==> src/rtl/fp_round_pack.sv <==
// -----------------------------------------------------------------------------
// fp_round_pack
//   Rounds a normalized 24-bit significand (hidden one + 23-bit fraction, with
//   guard/round/sticky bits) to nearest-even and packs it with its biased
//   exponent into an IEEE-754 single-precision word. Results that overflow
//   become signed infinity; results that underflow flush to signed zero.
//
//   Four-state sequencer: IDLE (accept) -> ROUND -> ADJUST -> OUT (hold).
//
// Ports
//   clk        clock, rising edge
//   res        asynchronous active-low reset
//   in_valid   upstream pair available
//   in_ready   block accepts a pair this cycle (IDLE only)
//   mant_in    [27] sign, [26] hidden one, [25:3] fraction, [2:0] guard/round/sticky
//   exp_in     biased exponent, 10-bit two's complement
//   zero_in    result is exactly zero
//   out_valid  out_data/ovf/unf hold a result (OUT only)
//   out_ready  downstream accepts the result
//   out_data   IEEE-754 single-precision result
//   ovf        result overflowed to infinity
//   unf        result flushed to zero
// -----------------------------------------------------------------------------
module fp_round_pack (
    input  logic        clk,
    input  logic        res,
    input  logic        in_valid,
    output logic        in_ready,
    input  logic [27:0] mant_in,
    input  logic [9:0]  exp_in,
    input  logic        zero_in,
    output logic        out_valid,
    input  logic        out_ready,
    output logic [31:0] out_data,
    output logic        ovf,
    output logic        unf
);

    typedef enum logic [1:0] {
        IDLE   = 2'd0,
        ROUND  = 2'd1,
        ADJUST = 2'd2,
        OUT    = 2'd3
    } state_t;

    state_t             state;
    state_t             state_nxt;

    // Captured input pair
    logic [27:0]        mant_q;
    logic signed [9:0]  exp_q;
    logic               zero_q;

    // Rounded significand; bit 24 is the carry out of rounding
    logic [24:0]        m25_q;

    // Result registers
    logic [31:0]        data_q;
    logic               ovf_q;
    logic               unf_q;

    // ---------------------------------------------------------------- next state
    // NOTE: every variable assigned in an always_comb gets a default first, so
    // no path leaves it unassigned and no latch is inferred.
    always_comb begin
        state_nxt = state;
        case (state)
            IDLE:    if (in_valid) state_nxt = ROUND;
            ROUND:   state_nxt = ADJUST;
            ADJUST:  state_nxt = OUT;
            OUT:     if (out_ready) state_nxt = IDLE;
            default: state_nxt = IDLE;
        endcase
    end

    // ---------------------------------------------------------------- rounding
    // Round to nearest, ties to even: increment when guard is set and either
    // something below it is set or the kept LSB is odd.
    logic        rup;
    logic [24:0] m25;

    always_comb begin
        rup = mant_q[2] & (mant_q[1] | mant_q[0] | mant_q[3]);
        m25 = {1'b0, mant_q[26:3]} + {24'd0, rup};
    end

    // ---------------------------------------------------------------- adjust / pack
    logic               carry;
    logic [22:0]        frac;
    logic signed [9:0]  e;
    logic [31:0]        res_data;
    logic               res_ovf;
    logic               res_unf;

    always_comb begin
        carry    = m25_q[24];
        // A rounding carry can only come from an all-ones significand, so the
        // renormalized value is a power of two and the shift loses nothing.
        frac     = carry ? m25_q[23:1] : m25_q[22:0];
        e        = exp_q + $signed({9'd0, carry});
        res_data = {mant_q[27], 31'd0};
        res_ovf  = 1'b0;
        res_unf  = 1'b0;
        if (zero_q || !mant_q[26]) begin
            res_data = {mant_q[27], 31'd0};
        end else if (e >= 10'sd255) begin
            res_data = {mant_q[27], 8'hFF, 23'd0};
            res_ovf  = 1'b1;
        end else if (e <= 10'sd0) begin
            // Denormals are not produced; tiny results flush to signed zero.
            res_data = {mant_q[27], 31'd0};
            res_unf  = 1'b1;
        end else begin
            res_data = {mant_q[27], e[7:0], frac};
        end
    end

    // ---------------------------------------------------------------- registers
    // NOTE: sequential state uses non-blocking assignments so all registers
    // update together from pre-edge values, independent of statement order.
    always_ff @(posedge clk or negedge res) begin
        if (!res) begin
            state <= IDLE;
        end else begin
            state <= state_nxt;
        end
    end

    always_ff @(posedge clk or negedge res) begin
        if (!res) begin
            mant_q <= '0;
            exp_q  <= '0;
            zero_q <= 1'b0;
            m25_q  <= '0;
            data_q <= '0;
            ovf_q  <= 1'b0;
            unf_q  <= 1'b0;
        end else begin
            case (state)
                IDLE: begin
                    if (in_valid) begin
                        mant_q <= mant_in;
                        exp_q  <= $signed(exp_in);
                        zero_q <= zero_in;
                    end
                end
                ROUND:   m25_q <= m25;
                ADJUST: begin
                    data_q <= res_data;
                    ovf_q  <= res_ovf;
                    unf_q  <= res_unf;
                end
                default: ;
            endcase
        end
    end

    // ---------------------------------------------------------------- outputs
    assign in_ready  = (state == IDLE);
    assign out_valid = (state == OUT);
    assign out_data  = data_q;
    assign ovf       = ovf_q;
    assign unf       = unf_q;

endmodule

==> config.mk <==
export PLATFORM = sky130hd
export DESIGN_NAME = fp_round_pack
export DESIGN_NICKNAME = d
export VERILOG_FILES = /design/src/rtl/fp_round_pack.sv
export SDC_FILE = /design/constraint.sdc
export NUM_CORES = 1
export LEC_CHECK = 0
export ABC_AREA = 1
export CORE_MARGIN = 3
export CORE_UTILIZATION = 37
export DETAILED_ROUTE_END_ITERATION = 6
export GPL_ROUTABILITY_DRIVEN = 0
export GPL_TIMING_DRIVEN = 0
export HOLD_SLACK_MARGIN = 0.12
export PLACE_DENSITY = 0.55
export SYNTH_ARGS = -nofsm -noshare
export SYNTH_HDL_FRONTEND = slang
export SYNTH_SLANG_ARGS = --single-unit
export TNS_END_PERCENT = 20
==> constraint.sdc <==
create_clock -name clk -period 2.15 [get_ports clk]
set_input_delay 0.215 -clock clk [delete_from_list [all_inputs] [get_ports clk]]
set_output_delay 0.215 -clock clk [all_outputs]
set_load 0.03 [all_outputs]
Word level (Yosys, flattened, before mapping)

Index checks and enable logic that the tools add are counted.

Register bits after elaboration: 100
Input port bits: 43

Add/sub/neg operators: 2
Order comparisons: 2
Equality and inequality tests: 5
Multiplexer cells: 12
Bitwise gates (word level): 3
Reduce and logical (&&, ||, !) cells: 5

Operators with widths:

| operator                                                           | count |
|---|---|
| two-way mux 31 bit                                                 | 3 |
| adder 24 x 1 -> 25 bit                                             | 1 |
| two-way mux 23 bit                                                 | 1 |
| adder 10 x 2 -> 10 bit                                             | 1 |
| greater-or-equal comparator 10 x 9 -> 1 bit, second input constant | 1 |
| less-or-equal comparator 10 x 1 -> 1 bit, second input constant    | 1 |
| one-hot mux 2 bit (4 select lines)                                 | 1 |
| two-way mux 1 bit                                                  | 5 |
| equality test 2 bit, second input constant                         | 2 |
| two-way mux 2 bit                                                  | 2 |
| AND reduction 2 bit                                                | 2 |
| equality test 2 x 1 -> 1 bit, second input constant                | 1 |
| zero test 2 bit                                                    | 1 |
| inequality test 2 x 1 -> 1 bit, second input constant              | 1 |
| inequality test 2 bit, second input constant                       | 1 |
| bitwise OR 1 bit                                                   | 2 |
| AND 1 bit                                                          | 1 |
| zero test 1 bit                                                    | 1 |
| logical OR 1 bit                                                   | 1 |

Longest topological paths before layout

Gate-level depths: netlist of the first run.

Depth in word-level cells: 5
Gate-level depth with buffers: 14
Gate-level depth less buffers: 13

Least setup slack after synthesis of the first run

Ideal clock, no wire load.

Kind: register -> register
Start: register m25_q[24]
End: register data_q[10], in the netlist out_data[10]
Setup time: 0.117 ns
Arrival time: 1.796 ns
Path slack: 0.237 ns
Cell stages (with the launch flop): 14
Path buffers: 1
Period minus slack after synthesis: 1.913 ns
Path through: dfrtp_1 -> ha_1 -> ha_1 -> nor2_1 -> inv_1 -> a21oi_1 -> nand2_1 -> nor2_1 -> nand3_1 -> nor2_2 -> nor2_4 -> buf_6 -> nand3_2 -> nand2_1

Word-level cells in the longest chain between the ends: 5

Ends and longest elaborated chain:

| element                                  | RTL line | text |
|---|---|---|
| start: declaration                       | 55       | `logic [24:0] m25_q;` |
| start signal: assignment                 | 147      | `ROUND: m25_q <= m25;` |
| adder 10 x 2 -> 10 bit                   | 100      | `e = exp_q + $signed({9'd0, carry});` |
| less-or-equal comparator 10 x 1 -> 1 bit | 109      | `end else if (e <= 10'sd0) begin` |
| two-way mux 31 bit                       | 109      |  |
| two-way mux 31 bit *                     | 106      | `end else if (e >= 10'sd255) begin` |
| two-way mux 31 bit *                     | 104      | `if (zero_q \|\| !mant_q[26]) begin` |
| end signal: assignment                   | 149      | `data_q <= res_data;` |
| end: declaration                         | 58       | `logic [31:0] data_q;` |

Every way passes the cells marked *; elsewhere a longest branch is shown, timed or not.
A chain may end at the register's enable or synchronous reset.

Worst setup path after layout of the first run

Start: register state[0]
End: output in_ready

Word-level cells in the longest chain between the ends: 1

Ends and longest elaborated chain:

| element                  | RTL line | text |
|---|---|---|
| start: declaration       | 46       | `state_t state;` |
| start signal: assignment | 125      | `state <= state_nxt;` |
| zero test 2 bit          | 159      | `assign in_ready = (state == IDLE);` |
| end: declaration         | 28       | `output logic in_ready,` |

No other way between the ends.

==> impl_metrics.toml, run 1 <==
[yosys]
synth_ff_type = "dfrtp_1"
yosys.area.top_type = "dfrtp_1"
yosysWarnings = 0
syn-num-nets = 734
ys_seq_area_frac = 0.467
synthCells = 684
synth_common_cells = "210 x nand2_1, 100 x dfrtp_1, 81 x inv_1, 67 x nor2_1, 38 x o21ai_0"
async_flop_share = 1.00
synth_edf_count = 0
yosys.area.top_type_share = 0.467
syn_area_per_cell_um2 = 7.83
synth-seq-cells = 100
synth.area.top_cells = "dfrtp_1 47%, nand2_1 15%, inv_1 5.7%"
ys_types = 33
netlist_area_um2 = 5360
yosysMostFrequentCell = "nand2_1"

[floorplanning]
die-area_um2 = 16000
num_rows = 43
core_region_area_um2 = 14000
die_h_um = 126
start_util = 0.381
die_x_um = 126
io_pins = 79

[worst_setup_path]
worst_setup_path_end_kind = "output port"
worst-endpoint-arrival_ns = 1.80
worstReg2RegEnd = "m25_q[20]$_DFFE_PN0N_"
path_class = "flop to output port"
reg2reg_slack_ns = 0.17
crit_fanout = 4
cp_data_required_time_ns = 1.93
start_kind = "flop"
rr_worst_depth = 11
worstReg2RegStart = "mant_q[2]$_DFFE_PN0P_"
worstSetupStartpoint = "state[0]$_DFFE_PN0P_"

[cts]
cts_buffers = 9
cts-root-buf = "clkbuf_16"
clockBufferDepth = 2
cts_tree = "yes"
cts.reportedPaths.clkPinSlew_ns = 0.06
htreeDepth = 3
clock_latency_ns = 0.35
clock-sinks = 100

[power_and_ir_drop]
p_int_mw = 5.35
seq_power_share = 0.360
clkPwrFrac = 0.175
leakage_nw = 3.34
sw_frac_of_total = 0.436
ir_drop_mv = 0.623
combPwrFrac = 0.465
powerDensity_nw_per_um2 = 1410
p_sw_mw = 4.14

[detailed_routing]
firstDrtPassIters = 4
drc = 0
wl_um = 12700
routedWlPerCell_um = 13.2
ant_nets = 0
vias = 4551
drt-initial-drc-count = 242
vias_per_cell = 4.74

[timing]
fin_crit_ns = 2.01
worst_slack_ns = 0.136
min_period_over_period = 0.937
slew_viol_final = 0
max_slew_margin = 0.645
holdWs_ns = 0.369
finalSetupViolCount = 0
clock_skew_ns = 0.00586
rsz0062_at_grt = "yes"
max_freq_mhz = 497
tightest_slew_ns = 0.532
final_hold_viol_count = 0

[finish]
syn2layout_area_growth_pct = 26.2
antennaDiodeCount = 0
final_core_util = 0.481
layout-drive-gt1-share = 0.108
design_area_um2 = 6760
instances_no_fill = 960
nets = 825

[grt]
grt_pass1_vias = 4259
grt_pass1_wl_um = 21300
antenna_found_initial = 0
gr-total-overflow = 0
grt_max_degree = 65
grt_util_all_layers = 0.164

[worst_hold_path]
hp-class = "input pin to async pin"

[flow_run]
maxCapViolCount = 0

[placed_design]
numPortBuffers = 78
preCtsSetupSlack_ns = -0.0992
placed_area_um2 = 6390
dp.cells = 943
hpwl_um = 9960

[outcome]
status = "finished, final reports clean"
-- worst max-delay path, stage by stage, from the launching register on --
cell and delay [ns]:
dfrtp_1 0.40, inv_1 0.11, ha_1 0.24, clkdlybuf4s50_1 0.70
-- placed cells by master, fill, tap and decap left out, drive strengths merged, types with 2 or more instances in the layout --
master	count
a21oi	29
a31oi	6
buf	9
clkbuf	30
clkdlybuf4s50	77
clkinv	3
dfrtp	100
ha	7
inv	83
mux2	14
nand2	215
nand3	56
nand4	11
nor2	73
nor3	10
o21ai	39
o22ai	3
xnor2	2
xor2	7
-- per-layer routing --
metal	track usage	vias to the layer above	share of wire
met4	0.0530	0	0.015
met2	0.248	91	0.44
li1	-	2355	-
met3	0.0227	12	0.041
met5	0	-	0
met1	0.244	2093	0.51
-- kinds of logic (layout without fill, tap and decap cells) --
logic type / count (synthesis) / in the layout / synth area share
flops: 100 / 100 / 0.467
simple gates: 366 / 366 / 0.308
xor+xnor: 9 / 9 / 0.0196
mux: 14 / 14 / 0.0294
buf+inv: 109 / 205 / 0.0825
compound gates: 79 / 79 / 0.0769
fa+ha+maj: 7 / 7 / 0.0164
-- power groups by stage --
| stage | Clock, mW | Sequential [mW] | Combinational [mW] |
|---|---|---|---|
| floorplan | 0 | 3.72 | 2.63 |
| global placement | 0 | 3.40 | 4.35 |
| detailed placement | 0 | 3.43 | 4.41 |
| CTS | 1.70 | 3.40 | 4.44 |
| global route | 1.78 | 3.54 | 4.96 |
| finish | 1.66 | 3.42 | 4.41 |
-- how the worst max path moves through the flow --
stage,endpoint,depth (start not counted),slack (ns)
6_report,in_ready,3,0.14
5_1_grt,m25_q[20]$_DFFE_PN0N_,11,-0.04
4_1_cts,out_data[11]$_DFFE_PN0P_,14,-0.0006
3_5_place_dp,mant_q[23]$_DFFE_PN0P_,6,-0.1
3_3_place_gp,state[1]$_DFFE_PN0P_,1,-2.80
2_1_floorplan,out_data[10]$_DFFE_PN0P_,13,0.24
-- metrics by stage --
stage	total power, mW	setup TNS (ns)
floorplan	6.35	0
global placement	7.75	-279.99
detailed placement	7.84	-3.03
CTS	9.54	-0.000623
global route	10.3	-0.0433
finish	9.49	0
-- registers in the layout (all words and copies together), names as in the netlist --
signal    count
out_data     32
mant_q       28
m25_q        25
exp_q        10
state         2
ovf           1
unf           1
zero_q        1
-- what timing repair did --
action | CTS | global route
buffers inserted | 0 | 0
hold endpoints to repair | 36 | 0
resized for setup | 4 | 11
endpoints found under the setup margin | 42 | 54
hold buffers | 1 | 0
-- final cells by class --
cell class / count / area (um^2)
fillers: 1400 / 7280
flip-flops and latches: 100 / 2500
multi-input cells: 475 / 2460
repair buffers: 80 / 816
inverters: 84 / 315
clock buffers: 12 / 256
well taps: 180 / 225
plain buffers: 25 / 129
clock inverters: 4 / 47.5
Power figures use the tool's default switching activity.
==> run 2: changes to the inputs <==
--- a/config.mk
+++ b/config.mk
@@ -6,12 +6,15 @@
 export NUM_CORES = 1
 export LEC_CHECK = 0
 export ABC_AREA = 1
+export CORE_ASPECT_RATIO = 0.5
 export CORE_MARGIN = 3
 export CORE_UTILIZATION = 37
+export CTS_CLUSTER_DIAMETER = 100
 export DETAILED_ROUTE_END_ITERATION = 6
 export GPL_ROUTABILITY_DRIVEN = 0
 export GPL_TIMING_DRIVEN = 0
 export HOLD_SLACK_MARGIN = 0.12
+export MAX_ROUTING_LAYER = met4
 export PLACE_DENSITY = 0.55
 export SYNTH_ARGS = -nofsm -noshare
 export SYNTH_HDL_FRONTEND = slang
==> run 2 against run 1 <==
Effect of this change: critical path type is now flop to flop; sequential cell count stayed put; first-iteration DRC count up 40%; maximum frequency decreased by 2.8%; utilization increased by 1.8 points; clock skew up 0.0026 ns; global-route usage up 2.6 points; sequential power is essentially flat; final cell count grew 2.0%; sequential share of layout area shrank 0.82 points; clock power about the same; non-clock buffer count is 7 higher.
==> impl_metrics.toml, run 2 (same netlist as run 1, synthesis figures left out) <==
[power_and_ir_drop]
leakage_nw = 3.39
p_int_mw = 5.47
powerDensity_nw_per_um2 = 1420
ir_drop_mv = 0.459
sw_frac_of_total = 0.444
seq_power_share = 0.348
p_sw_mw = 4.37
clkPwrFrac = 0.172
combPwrFrac = 0.480

[placed_design]
numPortBuffers = 78
hpwl_um = 10800
preCtsSetupSlack_ns = -0.444

[floorplanning]
die-area_um2 = 16000
die_h_um = 91.1
core_region_area_um2 = 13900
start_util = 0.387
num_rows = 30
die_x_um = 176
io_pins = 79

[worst_hold_path]
min_path_cells = 3
hp-class = "input pin to flop"
min_from = "mant_in[15]"
min_to = "mant_q[15]$_DFFE_PN0P_"

[detailed_routing]
routedWlPerCell_um = 14.4
vias = 4668
ant_nets = 0
vias_per_cell = 4.77
drt-initial-drc-count = 338
firstDrtPassIters = 5
wl_um = 14100
drc = 0

[worst_setup_path]
reg2reg_slack_ns = 0.08
start_kind = "flop"
worstReg2RegEnd = "out_data[4]$_DFFE_PN0P_"
worst_setup_path_end_kind = "flop"
cp_data_required_time_ns = 2.39
path_class = "flop to flop"
rr_worst_depth = 14
worstReg2RegStart = "m25_q[24]$_DFFE_PN0N_"
crit_fanout = 7
worst-endpoint-arrival_ns = 2.31

[timing]
min_period_over_period = 0.963
rsz0062_at_grt = "yes"
final_hold_viol_count = 0
fin_tns_setup_ns = 0
slew_viol_final = 0
max_slew_margin = 0.498
max_freq_mhz = 483
fin_crit_ns = 2.07
clock_skew_ns = 0.00841
tightest_slew_ns = 0.753
worst_slack_ns = 0.0789
finalSetupViolCount = 0

[finish]
final_cell_mix = "207 x nand2_1, 99 x dfrtp_1, 80 x inv_1"
antennaDiodeCount = 0
syn2layout_area_growth_pct = 29.0
nets = 832
layout-drive-gt1-share = 0.125
final_common_cell = "nand2_1"
final_core_util = 0.499
largest_register_ffs = 32

[grt]
grt_pass1_vias = 4551
grt_util_all_layers = 0.189
grt_max_degree = 57
grt_pass1_wl_um = 23500
gr-total-overflow = 0
antenna_found_initial = 0

[cts]
cts-root-buf = "clkbuf_16"
clock_latency_ns = 0.36
cts_tree = "yes"
cts.reportedPaths.clkPinSlew_ns = 0.08
htreeDepth = 3
clockBufferDepth = 2
clock-sinks = 100
cts_buffers = 9

[outcome]
status = "finished, final reports clean"

[flow_run]
maxCapViolCount = 0
-- run 2: stage by stage --
stage	instance area, um^2	total power, mW	hold slack [ns]	std cells
floorplan	5360	6.35	-0.0806	684
global placement	6380	7.86	0.457	954
detailed placement	6400	7.92	0.335	955
CTS	6740	9.66	0.416	972
global route	6910	10.6	0.429	979
finish	6910	9.84	0.422	979
-- run 2: how the worst max path moves through the flow --
stage                                     start                  endpoint  slack (ns)
after floorplan           m25_q[24]$_DFFE_PN0N_  out_data[10]$_DFFE_PN0P_        0.24
after global placement                      res    mant_q[19]$_DFFE_PN0P_       -3.08
after detailed placement   state[0]$_DFFE_PN0P_     mant_q[6]$_DFFE_PN0P_       -0.44
after CTS                 mant_q[2]$_DFFE_PN0P_     m25_q[20]$_DFFE_PN0N_        0.03
after global routing      m25_q[24]$_DFFE_PN0N_  out_data[11]$_DFFE_PN0P_       -0.05
final                     m25_q[24]$_DFFE_PN0N_   out_data[4]$_DFFE_PN0P_        0.08
-- run 2: power by group through the flow --
stage | clock [mW] | combinational (mW) | sequential [mW]
finish | 1.69 | 4.72 | 3.43
global route | 1.80 | 5.29 | 3.55
CTS | 1.74 | 4.51 | 3.42
detailed placement | 0 | 4.48 | 3.44
global placement | 0 | 4.43 | 3.43
floorplan | 0 | 2.63 | 3.72
-- run 2: final cells by class --
| type | count | area [um^2] |
|---|---|---|
| fill | 1384 | 6940 |
| sequential | 100 | 2500 |
| multi-input combinational | 475 | 2490 |
| timing repair buffer | 87 | 916 |
| inverter | 84 | 315 |
| tap | 192 | 240 |
| clock buffer | 9 | 225 |
| buffer | 25 | 136 |
| clock inverter | 7 | 82.6 |
-- run 2: metal layers --
layer | track usage | wire (um) | vias up | share of wire
li1 | - | - | 2366 | -
met2 | 0.280 | 6000 | 89 | 0.43
met5 | - | 0 | - | 0
met3 | 0.0376 | 502 | 12 | 0.036
met4 | 0.0355 | 122 | 0 | 0.0087
met1 | 0.272 | 7450 | 2201 | 0.53
-- run 2: critical path, stage by stage (launching register included) --
cell and delay (ns):
dfrtp_2 0.44, ha_4 0.19, ha_4 0.23, nor2_4 0.10, inv_2 0.04, a21oi_2 0.10
nand2_1 0.07, nor2_2 0.10, nand3_1 0.08, nor2_2 0.16, nor2_4 0.06, buf_12 0.14
clkbuf_16 0.15, nand3_2 0.05, nand2_1 0.05
-- run 2: timing repair --
item / CTS / global route
setup buffers: 0 / 10
endpoints found under the setup margin: 52 / 34
hold endpoints to repair: 55 / 0
hold buffers: 1 / 0
pin swaps: 0 / 3
resized for setup: 7 / 16
cloned: 0 / 2
==> run 3: changes to the inputs <==
--- a/config.mk
+++ b/config.mk
@@ -15,7 +15,7 @@
 export GPL_TIMING_DRIVEN = 0
 export HOLD_SLACK_MARGIN = 0.12
 export MAX_ROUTING_LAYER = met4
-export PLACE_DENSITY = 0.55
+export PLACE_DENSITY = 0.57
 export SYNTH_ARGS = -nofsm -noshare
 export SYNTH_HDL_FRONTEND = slang
 export SYNTH_SLANG_ARGS = --single-unit
==> constraint.sdc (replaced) <==
create_clock -name clk -period 1.68 [get_ports clk]
set_input_delay 0.168 -clock clk [delete_from_list [all_inputs] [get_ports clk]]
set_output_delay 0.168 -clock clk [all_outputs]
set_load 0.03 [all_outputs]
==> run 3 against run 2 <==
Effect of this change: the flow now finishes with violations (negative setup slack); final cell count grew 0.41%; utilization rose by 1.1 points; hold slack worse by 0.059 ns; sequential share of layout area down 0.72 points; first-iteration DRC count decreased by 20%; worst setup slack worse by 0.41 ns; non-clock buffer count is 7 higher; total power is 30% higher; global-route usage increased by 0.20 points; clock power increased by 21%; sequential power increased by 29%; largest power group unchanged.
==> impl_metrics.toml, run 3 (same netlist as run 1, synthesis figures left out) <==
[outcome]
status = "finished with violations"
violations = "negative setup slack"

[worst_setup_path]
worst_setup_path_end_kind = "flop"
path_class = "flop to flop"
worst-endpoint-arrival_ns = 2.25
cp_data_required_time_ns = 1.92
crit_fanout = 5
start_kind = "flop"

[power_and_ir_drop]
ir_drop_mv = 0.579
leakage_nw = 3.48
powerDensity_nw_per_um2 = 1800

[finish]
layout-drive-gt1-share = 0.162
final_cell_mix = "203 x nand2_1, 96 x dfrtp_1, 80 x inv_1"
multiInputGateArea_um2 = 2600
final_common_cell = "nand2_1"
nets = 839
largest_register_ffs = 32
instances_no_fill = 983
syn2layout_area_growth_pct = 31.8
antennaDiodeCount = 0
seqCellArea_um2 = 2510
num-fill-cells = 1299

[floorplanning]
die-area_um2 = 16000
core_region_area_um2 = 13900
die_h_um = 91.1
start_util = 0.387
num_rows = 30
io_pins = 79
die_x_um = 176

[timing]
max_freq_mhz = 498
max_slew_margin = 0.616
fin_tns_setup_ns = -9.11
clock_skew_ns = 0.00979
tightest_slew_ns = 0.576
finalSetupViolCount = 39
min_period_over_period = 1.20
slew_viol_final = 0
fin_crit_ns = 2.01
rsz0062_at_grt = "yes"
final_hold_viol_count = 0
worst_slack_ns = -0.329

[cts]
clockBufferDepth = 2
cts.reportedPaths.clkPinSlew_ns = 0.07
cts_buffers = 9
cts_tree = "yes"
clock_latency_ns = 0.35
htreeDepth = 3
clock-sinks = 100
cts-root-buf = "clkbuf_16"

[grt]
grt_pass1_vias = 4613
antenna_found_initial = 0
grt_max_degree = 61
gr-total-overflow = 0
grt_pass1_wl_um = 23800
grt_util_all_layers = 0.191

[placed_design]
hpwl_um = 10800
numPortBuffers = 78
dp.cells = 955

[detailed_routing]
drt-initial-drc-count = 272
vias = 4753
wl_um = 14500
firstDrtPassIters = 5
routedWlPerCell_um = 14.8
vias_per_cell = 4.84
ant_nets = 0
drc = 0

[worst_hold_path]
hp-class = "input pin to async pin"

[flow_run]
maxCapViolCount = 0
==> run 3: cell count changes in the layout (fill, tap and decap cells not counted), moves of 4 or more <==
cell,before,now
nand3_2,21,25
clkbuf_1,16,9
buf_4,5,12
o21ai_1,1,5
nand3_1,34,29
o21ai_0,38,34
nand2_1,207,203
==> run 3: metal layers <==
| metal | global-route usage | vias up | routed length [um] |
|---|---|---|---|
| met5 | - | - | 0 |
| met4 | 0.0369 | 0 | 131 |
| met3 | 0.0401 | 16 | 658 |
| met2 | 0.289 | 107 | 6460 |
| met1 | 0.268 | 2251 | 7300 |
| li1 | - | 2379 | - |
==> run 3: where the power goes <==
part           internal [mW]  total (mW)  switching [mW]
combinational           2.42        6.25            3.83
sequential              3.49        4.44           0.956
clock                   1.17        2.05           0.882
total                   7.08        12.7            5.67
==> run 3: critical path, cell delays in order, from the launching register on <==
cell and delay, ns:
dfrtp_2 0.44, ha_4 0.19, ha_4 0.23, nor2_4 0.08, inv_1 0.05, a21oi_2 0.10
nand2_1 0.07, nor2_1 0.13, nand3_2 0.08, nor2_2 0.15, nor2_4 0.10, clkbuf_16 0.18
nand3_2 0.06, nand2_1 0.05
==> run 3: path summary, 6_finish.rpt <==
kind | startpoint | end | slack [ns] | depth (start not counted)
setup / recovery | m25_q[24]$_DFFE_PN0N_ | out_data[3]$_DFFE_PN0P_ | -0.33 | 13
hold / removal | res | exp_q[3]$_DFFE_PN0P_ | 0.36 | 2
setup reg to reg | m25_q[24]$_DFFE_PN0N_ | out_data[3]$_DFFE_PN0P_ | -0.33 | 13
hold reg to reg | mant_q[27]$_DFFE_PN0P_ | out_data[31]$_DFFE_PN0P_ | 0.47 | 2
max in group asynchronous | res | m25_q[24]$_DFFE_PN0N_ | 0.59 | 3
min in group clk | exp_in[6] | exp_q[6]$_DFFE_PN0P_ | 0.39 | 3
==> run 3: layout make-up <==
cell class	count	area share
Inverter	84	0.0446
Buffer	24	0.0214
Clock buffer	10	0.0338
Timing Repair Buffer	95	0.137
Clock inverter	3	0.00567
Tap cell	192	0.0340
Sequential cell	100	0.355
Multi-Input combinational cell	475	0.368
==> run 3: what timing repair did <==
action | CTS | global route
hold endpoints to repair | 40 | 0
endpoints found under the setup margin | 93 | 83
hold buffers | 1 | 0
buffers inserted | 10 | 3
pin swaps | 8 | 11
gates cloned | 0 | 2
gates resized for setup | 37 | 27
==> run 3: stage by stage <==
| step | setup WS (ns) | area (um^2) | hold WS (ns) | power, mW | util |
|---|---|---|---|---|---|
| floorplan | -0.151 | 5390 | -0.128 | 8.16 | - |
| CTS | -0.317 | 6920 | 0.383 | 12.5 | 0.499 |
| finish | -0.329 | 7060 | 0.364 | 12.7 | 0.510 |
| detailed placement | -0.709 | 6430 | 0.208 | 10.2 | 0.464 |
| global placement | -3.51 | 6410 | 0.452 | 10.1 | 0.463 |
| global route | -0.438 | 7060 | 0.392 | 13.7 | 0.510 |
